`config.mk`:
```
export PLATFORM = sky130hd
export DESIGN_NAME = alu_arb
export DESIGN_NICKNAME = d
export VERILOG_FILES = /design/src/rtl/alu_arb.sv
export SDC_FILE = /design/constraint.sdc
export NUM_CORES = 1
export LEC_CHECK = 0
export CORE_AREA = 2 2 234 236
export DETAILED_ROUTE_END_ITERATION = 8
export DIE_AREA = 0 0 236 238
export GPL_TIMING_DRIVEN = 1
export PLACE_DENSITY = 0.51
export SKIP_LAST_GASP = 1
export SYNTH_ARGS = -nofsm -noshare
export SYNTH_HDL_FRONTEND = slang
export SYNTH_SLANG_ARGS = --single-unit
```
`constraint.sdc`:
```
create_clock -name clk -period 8.7 [get_ports clk]
set_clock_uncertainty 0.1 [all_clocks]
set_input_delay 1.305 -clock clk [delete_from_list [all_inputs] [get_ports clk]]
set_output_delay 1.305 -clock clk [all_outputs]
set_load 0.01 [all_outputs]
```
`src/rtl/alu_arb.sv`:
```
// ============================================================================
// alu_arb : round-robin arbiter/sequencer sharing one combinational ALU
//           between two valid/ready requesters.
// Revision : 1.0
// ============================================================================
`default_nettype none

module alu_arb #(
  parameter int XLEN = 64,
  parameter int SELW = 4
) (
  input  logic            clk,
  input  logic            rst,
  input  logic            req0_valid,
  output logic            req0_ready,
  input  logic [XLEN-1:0] req0_op1,
  input  logic [XLEN-1:0] req0_op2,
  input  logic [SELW-1:0] req0_sel,
  input  logic            req1_valid,
  output logic            req1_ready,
  input  logic [XLEN-1:0] req1_op1,
  input  logic [XLEN-1:0] req1_op2,
  input  logic [SELW-1:0] req1_sel,
  output logic            rsp0_valid,
  input  logic            rsp0_ready,
  output logic [XLEN-1:0] rsp0_result,
  output logic            rsp0_zero,
  output logic            rsp1_valid,
  input  logic            rsp1_ready,
  output logic [XLEN-1:0] rsp1_result,
  output logic            rsp1_zero,
  output logic [XLEN-1:0] alu_op1,
  output logic [XLEN-1:0] alu_op2,
  output logic [SELW-1:0] alu_sel,
  input  logic [XLEN-1:0] alu_result,
  input  logic            alu_zero
);

  typedef enum logic [1:0] {
    IDLE = 2'd0,
    EXEC = 2'd1,
    RESP = 2'd2
  } state_t;

  state_t          state, state_nxt;
  logic            last_grant;
  logic            owner;
  logic            grant;
  logic            req_fire;
  logic            rsp_fire;
  logic [XLEN-1:0] op1_q, op2_q, res_q;
  logic [SELW-1:0] sel_q;
  logic            zero_q;

  always_comb begin
    // On a tie the requester that did not win last time gets the grant.
    grant      = (req0_valid && req1_valid) ? ~last_grant : req1_valid;
    req_fire   = (state == IDLE) && (req0_valid || req1_valid);
    req0_ready = req_fire && !grant;
    req1_ready = req_fire && grant;
    rsp0_valid = (state == RESP) && !owner;
    rsp1_valid = (state == RESP) && owner;
    rsp_fire   = (rsp0_valid && rsp0_ready) || (rsp1_valid && rsp1_ready);
    state_nxt  = state;
    case (state)
      IDLE:    if (req_fire) state_nxt = EXEC;
      EXEC:    state_nxt = RESP;
      RESP:    if (rsp_fire) state_nxt = IDLE;
      default: state_nxt = IDLE;
    endcase
  end

  always_ff @(posedge clk or posedge rst) begin
    if (rst) begin
      state <= IDLE;
    end else begin
      state <= state_nxt;
    end
  end

  always_ff @(posedge clk or posedge rst) begin
    if (rst) begin
      last_grant <= 1'b1;
      owner      <= 1'b0;
      op1_q      <= '0;
      op2_q      <= '0;
      sel_q      <= '0;
      res_q      <= '0;
      zero_q     <= 1'b0;
    end else begin
      if (req_fire) begin
        owner      <= grant;
        last_grant <= grant;
        op1_q      <= grant ? req1_op1 : req0_op1;
        op2_q      <= grant ? req1_op2 : req0_op2;
        sel_q      <= grant ? req1_sel : req0_sel;
      end
      if (state == EXEC) begin
        res_q  <= alu_result;
        zero_q <= alu_zero;
      end
    end
  end

  assign alu_op1     = op1_q;
  assign alu_op2     = op2_q;
  assign alu_sel     = sel_q;
  assign rsp0_result = res_q;
  assign rsp1_result = res_q;
  assign rsp0_zero   = zero_q;
  assign rsp1_zero   = zero_q;

endmodule

`default_nettype wire

```
==> flow_summary_export.csv <==
group,metric,value,unit
outcome,outcome,"complete, no violations",
worst_setup_path,r2r_slack,6.25,ns
worst_hold_path,worstHoldPathCells,1,
floorplanning,dieWidth,236,microns
layout,syn_to_final_growth,75.81,%
global_routing,grt_pass1_wl,54670,microns
clock_tree,hold_buffers,0,
sta,setup_violations,0,
global_routing,grt_use_met3,3.181,%
clock_tree,cts_tree,"built",
worst_setup_path,crit_path_max_fanout,20,
worst_setup_path,reg2reg_depth,4,
route,first_pass_iters,4,
sta,slew_headroom,39.12,%
clock_tree,cts_sinks,201,
sta,final-hold-violation-count,0,
layout,layout-drive-gt1-share,9.750,%
worst_setup_path,critPathKind,"input pin to output pin",
power,irDropWorstVdd,134.3,uV
sta,max_freq,230.8,MHz
global_routing,grt_remaining_overflow,0,
sta,period_minus_slack,4.332,ns
route,drt_iter0_drc,248,
yosys,postSynthAreaPerCell,13.30,sq um
worst_setup_path,critPathLaunchType,"input pin",
yosys,ys_types,17,
clock_tree,path_clk_slew,0.06,ns
route,vias_per_cell,4.181,
sta,tns,0,ns
route,drc,0,
yosys,synthesis.area,9041,sq um
worst_setup_path,required,7.30,ns
clock_tree,insertion_delay,0.53,ns
sta,post-route-period-util,49.79,%
global_routing,grt_use_met1,14.90,%
global_routing,top_usage_layer,"met2",
route,postRouteAntennaNets,0,
sta,rsz0062_at_grt,"false",
global_routing,grtUsageMet2,22.36,%
sta,fin_hold_ws,0.4258,ns
floorplanning,std_cell_rows,85,
job,maxCapViolations,0,
route,wl_per_cell,19.80,microns
clock_tree,numCtsBuffers,25,
global_routing,grt_util_all_layers,12.61,%
sta,tightest_slew,0.9132,ns
global_routing,grt_max_degree,107,
yosys,yosysWarnings,0,
worst_hold_path,hold_class,"flop to flop",
power,power_density,362.2,nW/um^2
sta,final_max_slew_viol_count,0,
clock_tree,post_cts_buffers,0,
yosys,ys_ff_latch,201,
yosys,syn_inst,680,
floorplanning,io_pins,601,
worst_setup_path,critPathCaptureType,"output pin",
floorplanning,die_h,238,microns
layout,num-fill-cells,5500,
placed_design,post-dp-hpwl,27160,microns
floorplanning,initial_utilization,16.90,%
layout,fin_nets,1521,
global_routing,antenna_found_initial,1,
route,totalWireLength,37560,microns
layout,final_util,29.71,%
floorplanning,core,53500,sq um
placed_design,gp_congestion,0.7826,
clock_tree,htree_levels,1,
yosys,yosysSeqAreaShare,55.65,%
placed_design,portBuffers,600,
worst_setup_path,worstPathArrival,2.93,ns
global_routing,grt_pass1_vias,8396,
clock_tree,cts_max_path_buffers,3,
floorplanning,dieArea,56170,sq um
clock_tree,ctsRootBufferMaster,"clkbuf_16",
power,leakagePower,6.259,nW
yosys,syn_nets,1015,
clock_tree,cts_resized,0,
route,vias,7931,
-- stage by stage --
step | setup WS (ns) | instance area, sq um | total power, mW | instances
2_1_floorplan | 1.814 | 9041 | 3.332 | 680
3_3_place_gp | 4.357 | 15160 | 4.821 | 1855
3_5_place_dp | 4.368 | 15160 | 4.843 | 1855
4_1_cts | 4.369 | 15890 | 5.856 | 1896
5_1_grt | 4.299 | 15900 | 6.084 | 1897
6_report | 4.368 | 15900 | 5.757 | 1897
-- registers in the layout, indices dropped and copies added, names as in the netlist --
name and cells:
owner 1, alu_op2 64, alu_op1 64, rsp0_zero 1, rsp0_result 64, last_grant 1
state 2, alu_sel 4
-- power by group --
| part | leakage [nW] | internal (mW) | switching (mW) | total (mW) |
|---|---|---|---|---|
| clock | 0.365 | 0.556 | 0.406 | 0.963 |
| combinational | 3.46 | 1.80 | 1.23 | 3.03 |
| sequential | 2.43 | 1.41 | 0.354 | 1.76 |
-- placed cells by master (no fill, tap or decap), types with 3 or more instances in the layout --
cell	count
nor2_1	3
clkdlybuf4s50_1	600
mux2_2	66
buf_4	10
dfrtp_1	200
a221o_1	132
clkbuf_1	7
o21a_1	132
clkbuf_16	25
clkbuf_8	4
clkinv_2	5
-- cell families after synthesis --
family          after synthesis  synth area share [%]
simple gates                 11                0.6227
mux                          66                 8.220
buf+inv                     134                 9.660
compound gates              268                 25.85
flops                       201                 55.65
-- area by class of cell --
cell class,instances,area [sq um],share of cell area [%]
Antenna cell,1,2.502,0.01574
Multi-Input combinational cell,345,3159,19.88
Clock inverter,5,25.02,0.1574
Timing Repair Buffer,610,6081,38.26
Clock buffer,36,706.9,4.447
Tap cell,696,870.8,5.479
Sequential cell,201,5031,31.65
Inverter,3,18.77,0.1181
-- worst max-delay path, cell delays in order --
cell and delay, ns:
clkdlybuf4s50_1 0.49, nand2b_1 0.11, and3_4 0.39, clkdlybuf4s50_1 0.62
-- layer usage --
layer  wire length, microns  vias to the layer above
li1                       -                     3561
met1                  14680                     3976
met2                  19190                      352
met3                   2780                       42
met4                    912                        0
met5                      0                        -
-- final timing paths --
| path | from | endpoint |
|---|---|---|
| worst min-delay path | last_grant | last_grant |
| worst max-delay path | req1_valid | req0_ready |
| worst min register to register | last_grant | last_grant |
| worst max register to register | state[0] | alu_op2[56] |
| max in group asynchronous | rst | alu_op1[8] |
| min in group asynchronous | rst | alu_op2[42] |
-- cells in the mapped netlist --
| master | instances | area share (%) |
|---|---|---|
| nand2b_1 | 3 | 0.21 |
| inv_1 | 3 | 0.12 |
| nand2_1 | 1 | 0.041 |
| or2_1 | 1 | 0.069 |
| dfrtp_1 | 200 | 55 |
| buf_6 | 12 | 1.5 |
| dfstp_2 | 1 | 0.29 |
| a21o_1 | 2 | 0.17 |
| buf_2 | 29 | 1.6 |
| o21ai_0 | 2 | 0.11 |
| nor2_1 | 4 | 0.17 |
| o21a_1 | 132 | 11 |
| buf_4 | 65 | 5.4 |
| and3_1 | 2 | 0.14 |
| mux2_2 | 66 | 8.2 |
| clkbuf_1 | 25 | 1.0 |
| a221o_1 | 132 | 15 |
Power figures use the tool's default switching activity.
